`src/rtl/sram_axi_bridge.sv`:
```
// sram_axi_bridge: merges the core's instruction and data SRAM-like ports
// onto one AXI3 master. Reads share a single read channel (data has
// priority over fetch); data writes run on the write channels and may
// overlap an instruction read. At most one read and one write in flight.
//
// read state | meaning
// R_IDLE     | no read in flight, grants allowed
// R_AR       | arvalid high, waiting for arready
// R_R        | rready high, waiting for rvalid
//
// write state | meaning
// W_IDLE      | no write in flight, data writes may be accepted
// W_AW        | awvalid/wvalid raised, each drops on its own ready
// W_B         | both handshakes done, bready high until bvalid
module sram_axi_bridge (
  input  logic        clk,
  input  logic        reset,
  // instruction SRAM-like port
  input  logic        inst_req,
  input  logic [31:0] inst_addr,
  output logic        inst_addr_ok,
  output logic        inst_data_ok,
  output logic [31:0] inst_rdata,
  // data SRAM-like port
  input  logic        data_req,
  input  logic        data_wr,
  input  logic [1:0]  data_size,
  input  logic [3:0]  data_wstrb,
  input  logic [31:0] data_addr,
  input  logic [31:0] data_wdata,
  output logic        data_addr_ok,
  output logic        data_data_ok,
  output logic [31:0] data_rdata,
  // AXI read address
  output logic [3:0]  arid,
  output logic [31:0] araddr,
  output logic [3:0]  arlen,
  output logic [2:0]  arsize,
  output logic [1:0]  arburst,
  output logic [1:0]  arlock,
  output logic [3:0]  arcache,
  output logic [2:0]  arprot,
  output logic        arvalid,
  input  logic        arready,
  // AXI read data
  input  logic [31:0] rdata,
  input  logic        rvalid,
  output logic        rready,
  // AXI write address
  output logic [3:0]  awid,
  output logic [31:0] awaddr,
  output logic [3:0]  awlen,
  output logic [2:0]  awsize,
  output logic [1:0]  awburst,
  output logic [1:0]  awlock,
  output logic [3:0]  awcache,
  output logic [2:0]  awprot,
  output logic        awvalid,
  input  logic        awready,
  // AXI write data
  output logic [3:0]  wid,
  output logic [31:0] wdata,
  output logic [3:0]  wstrb,
  output logic        wlast,
  output logic        wvalid,
  input  logic        wready,
  // AXI write response
  input  logic        bvalid,
  output logic        bready
);

  typedef enum logic [1:0] {R_IDLE, R_AR, R_R} r_state_t;
  typedef enum logic [1:0] {W_IDLE, W_AW, W_B} w_state_t;

  r_state_t r_state, r_next;
  w_state_t w_state, w_next;

  logic        rd_owner;  // 1 = data side owns the read in flight
  logic [31:0] rd_addr;
  logic [2:0]  rd_size;
  logic [31:0] wr_addr;
  logic [2:0]  wr_size;
  logic [3:0]  wr_strb;
  logic [31:0] wr_data;
  logic        aw_done;
  logic        w_done;

  logic data_rd_grant;
  logic inst_rd_grant;
  logic data_wr_grant;
  logic data_rd_busy;
  logic aw_fin;
  logic w_fin;

  // Fixed AXI fields: single-beat incrementing bursts, no locking/caching.
  assign arid    = 4'd0;
  assign arlen   = 4'd0;
  assign arburst = 2'b01;
  assign arlock  = 2'b00;
  assign arcache = 4'd0;
  assign arprot  = 3'd0;
  assign awid    = 4'd0;
  assign awlen   = 4'd0;
  assign awburst = 2'b01;
  assign awlock  = 2'b00;
  assign awcache = 4'd0;
  assign awprot  = 3'd0;
  assign wid     = 4'd0;
  assign wlast   = 1'b1;

  // Request arbitration; data reads wait for an idle write side so that
  // only one data-side transaction is ever outstanding.
  always_comb begin
    data_rd_busy  = (r_state != R_IDLE) && rd_owner;
    data_rd_grant = !reset && (r_state == R_IDLE) && data_req && !data_wr
                    && (w_state == W_IDLE);
    inst_rd_grant = !reset && (r_state == R_IDLE) && !data_rd_grant && inst_req;
    data_wr_grant = !reset && (w_state == W_IDLE) && data_req && data_wr
                    && !data_rd_busy;
  end

  // Read FSM state register.
  always_ff @(posedge clk or posedge reset) begin
    if (reset) r_state <= R_IDLE;
    else       r_state <= r_next;
  end

  // Read FSM next-state logic.
  always_comb begin
    r_next = r_state;
    case (r_state)
      R_IDLE: if (data_rd_grant || inst_rd_grant) r_next = R_AR;
      R_AR:   if (arready) r_next = R_R;
      R_R:    if (rvalid) r_next = R_IDLE;
      default: r_next = R_IDLE;
    endcase
  end

  // Read FSM outputs and read-side response steering.
  always_comb begin
    arvalid      = (r_state == R_AR);
    rready       = (r_state == R_R);
    araddr       = rd_addr;
    arsize       = rd_size;
    inst_addr_ok = inst_rd_grant;
    inst_data_ok = rvalid && rready && !rd_owner;
    inst_rdata   = rdata;
    data_rdata   = rdata;
  end

  // Latch read address, size and owner on the grant edge.
  always_ff @(posedge clk or posedge reset) begin
    if (reset) begin
      rd_owner <= 1'b0;
      rd_addr  <= 32'd0;
      rd_size  <= 3'd0;
    end else if (data_rd_grant) begin
      rd_owner <= 1'b1;
      rd_addr  <= data_addr;
      rd_size  <= {1'b0, data_size};
    end else if (inst_rd_grant) begin
      rd_owner <= 1'b0;
      rd_addr  <= inst_addr;
      rd_size  <= 3'd2;
    end
  end

  // Write FSM state register.
  always_ff @(posedge clk or posedge reset) begin
    if (reset) w_state <= W_IDLE;
    else       w_state <= w_next;
  end

  // Write FSM next-state logic; AW and W complete independently.
  always_comb begin
    w_next = w_state;
    aw_fin = aw_done || awready;
    w_fin  = w_done || wready;
    case (w_state)
      W_IDLE: if (data_wr_grant) w_next = W_AW;
      W_AW:   if (aw_fin && w_fin) w_next = W_B;
      W_B:    if (bvalid) w_next = W_IDLE;
      default: w_next = W_IDLE;
    endcase
  end

  // Write FSM outputs and combined data-side completion.
  always_comb begin
    awvalid      = (w_state == W_AW) && !aw_done;
    wvalid       = (w_state == W_AW) && !w_done;
    bready       = (w_state == W_B);
    awaddr       = wr_addr;
    awsize       = wr_size;
    wdata        = wr_data;
    wstrb        = wr_strb;
    data_addr_ok = data_rd_grant || data_wr_grant;
    data_data_ok = (rvalid && rready && rd_owner) || (bvalid && bready);
  end

  // Track which of the two write-request handshakes has completed.
  always_ff @(posedge clk or posedge reset) begin
    if (reset) begin
      aw_done <= 1'b0;
      w_done  <= 1'b0;
    end else if (w_state != W_AW) begin
      aw_done <= 1'b0;
      w_done  <= 1'b0;
    end else begin
      if (awvalid && awready) aw_done <= 1'b1;
      if (wvalid && wready)   w_done  <= 1'b1;
    end
  end

  // Latch the write payload on acceptance; held stable until handshakes.
  always_ff @(posedge clk or posedge reset) begin
    if (reset) begin
      wr_addr <= 32'd0;
      wr_size <= 3'd0;
      wr_strb <= 4'd0;
      wr_data <= 32'd0;
    end else if (data_wr_grant) begin
      wr_addr <= data_addr;
      wr_size <= {1'b0, data_size};
      wr_strb <= data_wstrb;
      wr_data <= data_wdata;
    end
  end

endmodule

```
`config.mk`:
```
export PLATFORM = sky130hd
export DESIGN_NAME = sram_axi_bridge
export DESIGN_NICKNAME = d
export VERILOG_FILES = /design/src/rtl/sram_axi_bridge.sv
export SDC_FILE = /design/constraint.sdc
export NUM_CORES = 1
export LEC_CHECK = 0
export CAP_MARGIN = 20
export CORE_AREA = 8 8 136 138
export CTS_CLUSTER_DIAMETER = 30
export DETAILED_ROUTE_END_ITERATION = 10
export DIE_AREA = 0 0 144 146
export GPL_ROUTABILITY_DRIVEN = 0
export PLACE_DENSITY = 0.79
export SETUP_SLACK_MARGIN = 0.3
export SLEW_MARGIN = 0
export SYNTH_ARGS = -nofsm -noshare
export SYNTH_HDL_FRONTEND = slang
export SYNTH_SLANG_ARGS = --single-unit
```
`constraint.sdc`:
```
create_clock -name clk -period 4.8 [get_ports clk]
set_clock_uncertainty 0.15 [all_clocks]
set_input_delay 0.96 -clock clk [delete_from_list [all_inputs] [get_ports clk]]
set_output_delay 0.96 -clock clk [all_outputs]
set_load 0.01 [all_outputs]
```
# Yosys cells after proc, flatten, opt, wreduce, memory -nomap -nowiden
# Index checks and enable logic that the tools add are counted.
# word_totals
regBits	112
inputBits	144
out_inout_bits	222
word_cells	80
# op_classes
n_eq_ne	11
mux	18
n_reduce_logical	40
# op_table
operator	n
32-bit 2-to-1 mux	2
1-bit logical AND	20
2-bit 2-to-1 mux	6
2-bit one-hot mux with 3 select lines	2
2-bit inequality test (second input constant)	4
2-bit nonzero test	4
1-bit zero test	7
1-bit 2-to-1 mux	6
3-bit 2-to-1 mux	2
2-bit by 1-bit inequality test with 1-bit output (second input constant)	3
3-bit AND reduction	2
1-bit logical OR	5
2-bit by 1-bit equality test with 1-bit output (second input constant)	2
2-bit equality test (second input constant)	2
2-bit zero test	2

# Longest topological paths before layout
# logic_depth
ltp_word	11
mapped_depth	6
mapped_depth_nobuf	3

# Worst setup path before layout
# OpenSTA, ideal clock, no wires.
# synth_path
path_type	input -> output
startpoint	input data_wr
endpoint	output inst_addr_ok
arrival_time_ns	1.971
t_required_ns	3.690
setup_slack_ns	1.719
stages	5
n_path_buf	2
cell_sequence	or4b_1 -> buf_4 -> buf_2 -> nand2_1 -> nor2_1
# synth_between
elab_chain_cells	6
# synth_lines
element	line	rtl
start, declared	26	input logic data_wr,
1-bit zero test	115	data_rd_grant = !reset && (r_state == R_IDLE) && data_req && !data_wr
1-bit logical AND	115	
1-bit logical AND	116	&& (w_state == W_IDLE);
1-bit zero test	117	inst_rd_grant = !reset && (r_state == R_IDLE) && !data_rd_grant && inst_req;
1-bit logical AND (2 in a row)	117	
end, declared	21	output logic inst_addr_ok,
# Every way passes these cells.

# Worst setup path after layout
# layout_path
startpoint	input reset
endpoint	output data_addr_ok
# layout_between
elab_chain_cells	6
word_cells_on_any_way	10
classes_between	10 x reduce/logical
# layout_lines
element	line	rtl
start, declared	17	input logic reset,
1-bit zero test (no line) (*)	-	
1-bit logical AND, on equally long branches (3 in a row)	115, 118	
1-bit logical AND, on equally long branches	116, 119	
1-bit logical OR (*)	196	data_addr_ok = data_rd_grant || data_wr_grant;
end, declared	31	output logic data_addr_ok,
# Mark *: on every way between the ends. The rest lies on a longest branch, timed or not.

==> run metrics <==
Mean Syn Cell Area 12.3 sq um; VDD IR max approximately 300 uV; Worst Reg-to-Reg Cells 5; Critical R2R Launch w_state[1]; Tcrit/Tclk final 81.3%; HPWL after DPL 12900 um; CTS Buffer Depth 2; die width between 100 and 150 um; clk slew on worst S/H paths 0.08 ns; via count 3791; CTS-repair resized insts 0; Peak Freq 256 MHz; Wirelength per Cell about 20 um; Final #Nets 751; Pleak 0.00340 uW; Worst Hold Class reg -> reg; Post-CTS Setup Inserts 0; Initial Util 34.1%; worst endpoint data arrival time 2.79 ns; RSZ-0062 raised after global routing no; largest net degree at the start of global routing 62; die area 0.0210 sq mm; Final setup viols 0; number of enable flip-flop cells after synthesis 0; prevailing post-synth register cell dfrtp_1; Synth Cell Area 0.00555 sq mm; worst hold endpoint araddr[23]; Root Buffer clkbuf_16; overall power 4530 uW; PwrDens 592 mW/mm^2; Top-Level Pins roughly 370; Post-CTS Hold Fix Bufs 0; Worst R2R End arsize[0]; max_cap viols 0; ratio of cells with drive above 1 in the final layout 15.8%; Synth cell types 27; area grow syn2layout 38.0%; Setup Total Neg Slack 0 ns; clock sinks between 100 and 150; IO buf count 224; CTS Buf Count 9; initial antenna violation count 0; CP max FO 3; sequential share of the synthesized area approximately 50%; Slew Limit Fails 0; TritonRoute pass-1 iters 4; DRT iter0 DRCs 79; worst hold path cell count 1; htree depth 3; Core Region 0.0163 sq mm; final core utilization 47.0%; post-synthesis register bit count 111; Tmin final 3.90 ns; ys async rst share 100%; DRT antenna net count 0; status completed; Via density 4.56; vias in the first global route about 4400; Worst-Margin Slew slightly below 0.7 ns; global-route wire length before repair about 25000 um; final hold violation count 0; Routed WL 16700 um; yosys synthesis warning count 0; GRT Util Overall between 15 and 20%; die height about 150 um; R2R Setup Slk 2.05 ns; DR DRC count 0; Rel. slew slack 55.2%; row cnt 47; Crit Path Category in -> out; CTS tree done; Crit. End Element primary output; WP data required 3.69 ns; HP Start araddr[23]; Remaining Overflow, GRT 0; Worst setup SP type input port; Clock Latency Late Sink 0.35 ns; post-synthesis cell count 453; n_diodes 0
-- cell usage after synthesis (3+ instances only) --
master / count / area share, %
inv_1: 6 / 0.41
buf_4: 110 / 15
o2bb2ai_1: 33 / 5.2
buf_6: 4 / 0.81
buf_2: 7 / 0.63
o21ai_0: 4 / 0.36
mux2i_1: 32 / 5.8
nor2b_1: 3 / 0.34
clkbuf_1: 10 / 0.68
nor2_1: 11 / 0.74
mux2_2: 70 / 14
dfrtp_1: 111 / 50
and2_1: 32 / 3.6
-- layer usage --
metal / global-route usage (%) / part of all wire (%) / up-vias
met5: 0 / 0 / -
met4: 8.47 / 4.1 / 0
met3: 5.94 / 9.3 / 50
met2: 27.3 / 51 / 188
met1: 16.2 / 36 / 1850
li1: - / - / 1703
-- how the worst max path moves through the flow --
stage | startpoint | end | slack [ns] | depth (start not counted)
final | reset | data_addr_ok | 0.90 | 5
after global routing | reset | data_addr_ok | 0.83 | 5
after CTS | data_req | inst_addr_ok | 0.88 | 5
after detailed placement | data_req | inst_addr_ok | 0.89 | 5
after global placement | reset | data_addr_ok | 0.89 | 5
after floorplan | reset | araddr[0] | 0.76 | 1
-- sequential cells by signal (all words and copies together) (netlist names), 2 cells and up --
signal,count
araddr,32
awsize,2
arsize,2
awaddr,32
w_state,2
wdata,32
wstrb,4
r_state,2
-- worst max-delay path: stages --
cell             delay [ns]
clkdlybuf4s50_1        0.48
or3_2                  0.53
o2bb2ai_1              0.13
and3_1                 0.16
clkdlybuf4s50_1        0.53
-- per-stage QoR --
step           hold WS, ns  setup WS, ns  area (sq um)  instances
2_1_floorplan        0.299         0.759          5710        496
3_3_place_gp         0.322         0.889          7360        816
3_5_place_dp         0.325         0.887          7360        816
4_1_cts              0.347         0.879          7660        832
5_1_grt              0.355         0.828          7660        832
6_report             0.344         0.898          7660        832
-- final cells by class --
class                           count  area (sq um)
Fill cell                        1475          8630
Sequential cell                   111          2780
Timing Repair Buffer              231          2310
Multi-Input combinational cell    248          1970
Tap cell                          220           275
Clock buffer                        9           225
Clock inverter                      7          81.3
Inverter                            6          25.0
-- cells in the final DEF (no fill, tap or decap), types with 2 or more instances in the layout --
cell type        count
o2bb2ai_1           33
a22o_1               2
mux2i_1             32
and2_1              32
a21o_1               2
dfrtp_1            111
conb_1              45
mux2_2              70
inv_1                5
clkdlybuf4s50_1    224
nand2_1              2
o21ai_0              4
buf_4                6
nor3_1               2
nor2_1              11
nor2b_1              3
inv_8                2
nand2b_1             2
clkinvlp_4           2
clkbuf_16            9
-- report_power, final --
| part | total (uW) | switching, uW | leakage [uW] | internal (uW) |
|---|---|---|---|---|
| registers | 1680 | 279 | 0.00135 | 1400 |
| logic | 2080 | 827 | 0.00190 | 1250 |
| clock network | 780 | 367 | 0.000145 | 413 |
| total | 4530 | 1470 | 0.00340 | 3060 |
-- cells by family after synthesis --
group | Yosys count | synth area share, %
buf+inv | 137 | 17.4
flops | 111 | 50.0
mux | 102 | 20.0
simple gates | 56 | 5.75
compound gates | 45 | 6.74
other cells | 2 | 0.135
Note: power is estimated with default switching activity, not from simulation.
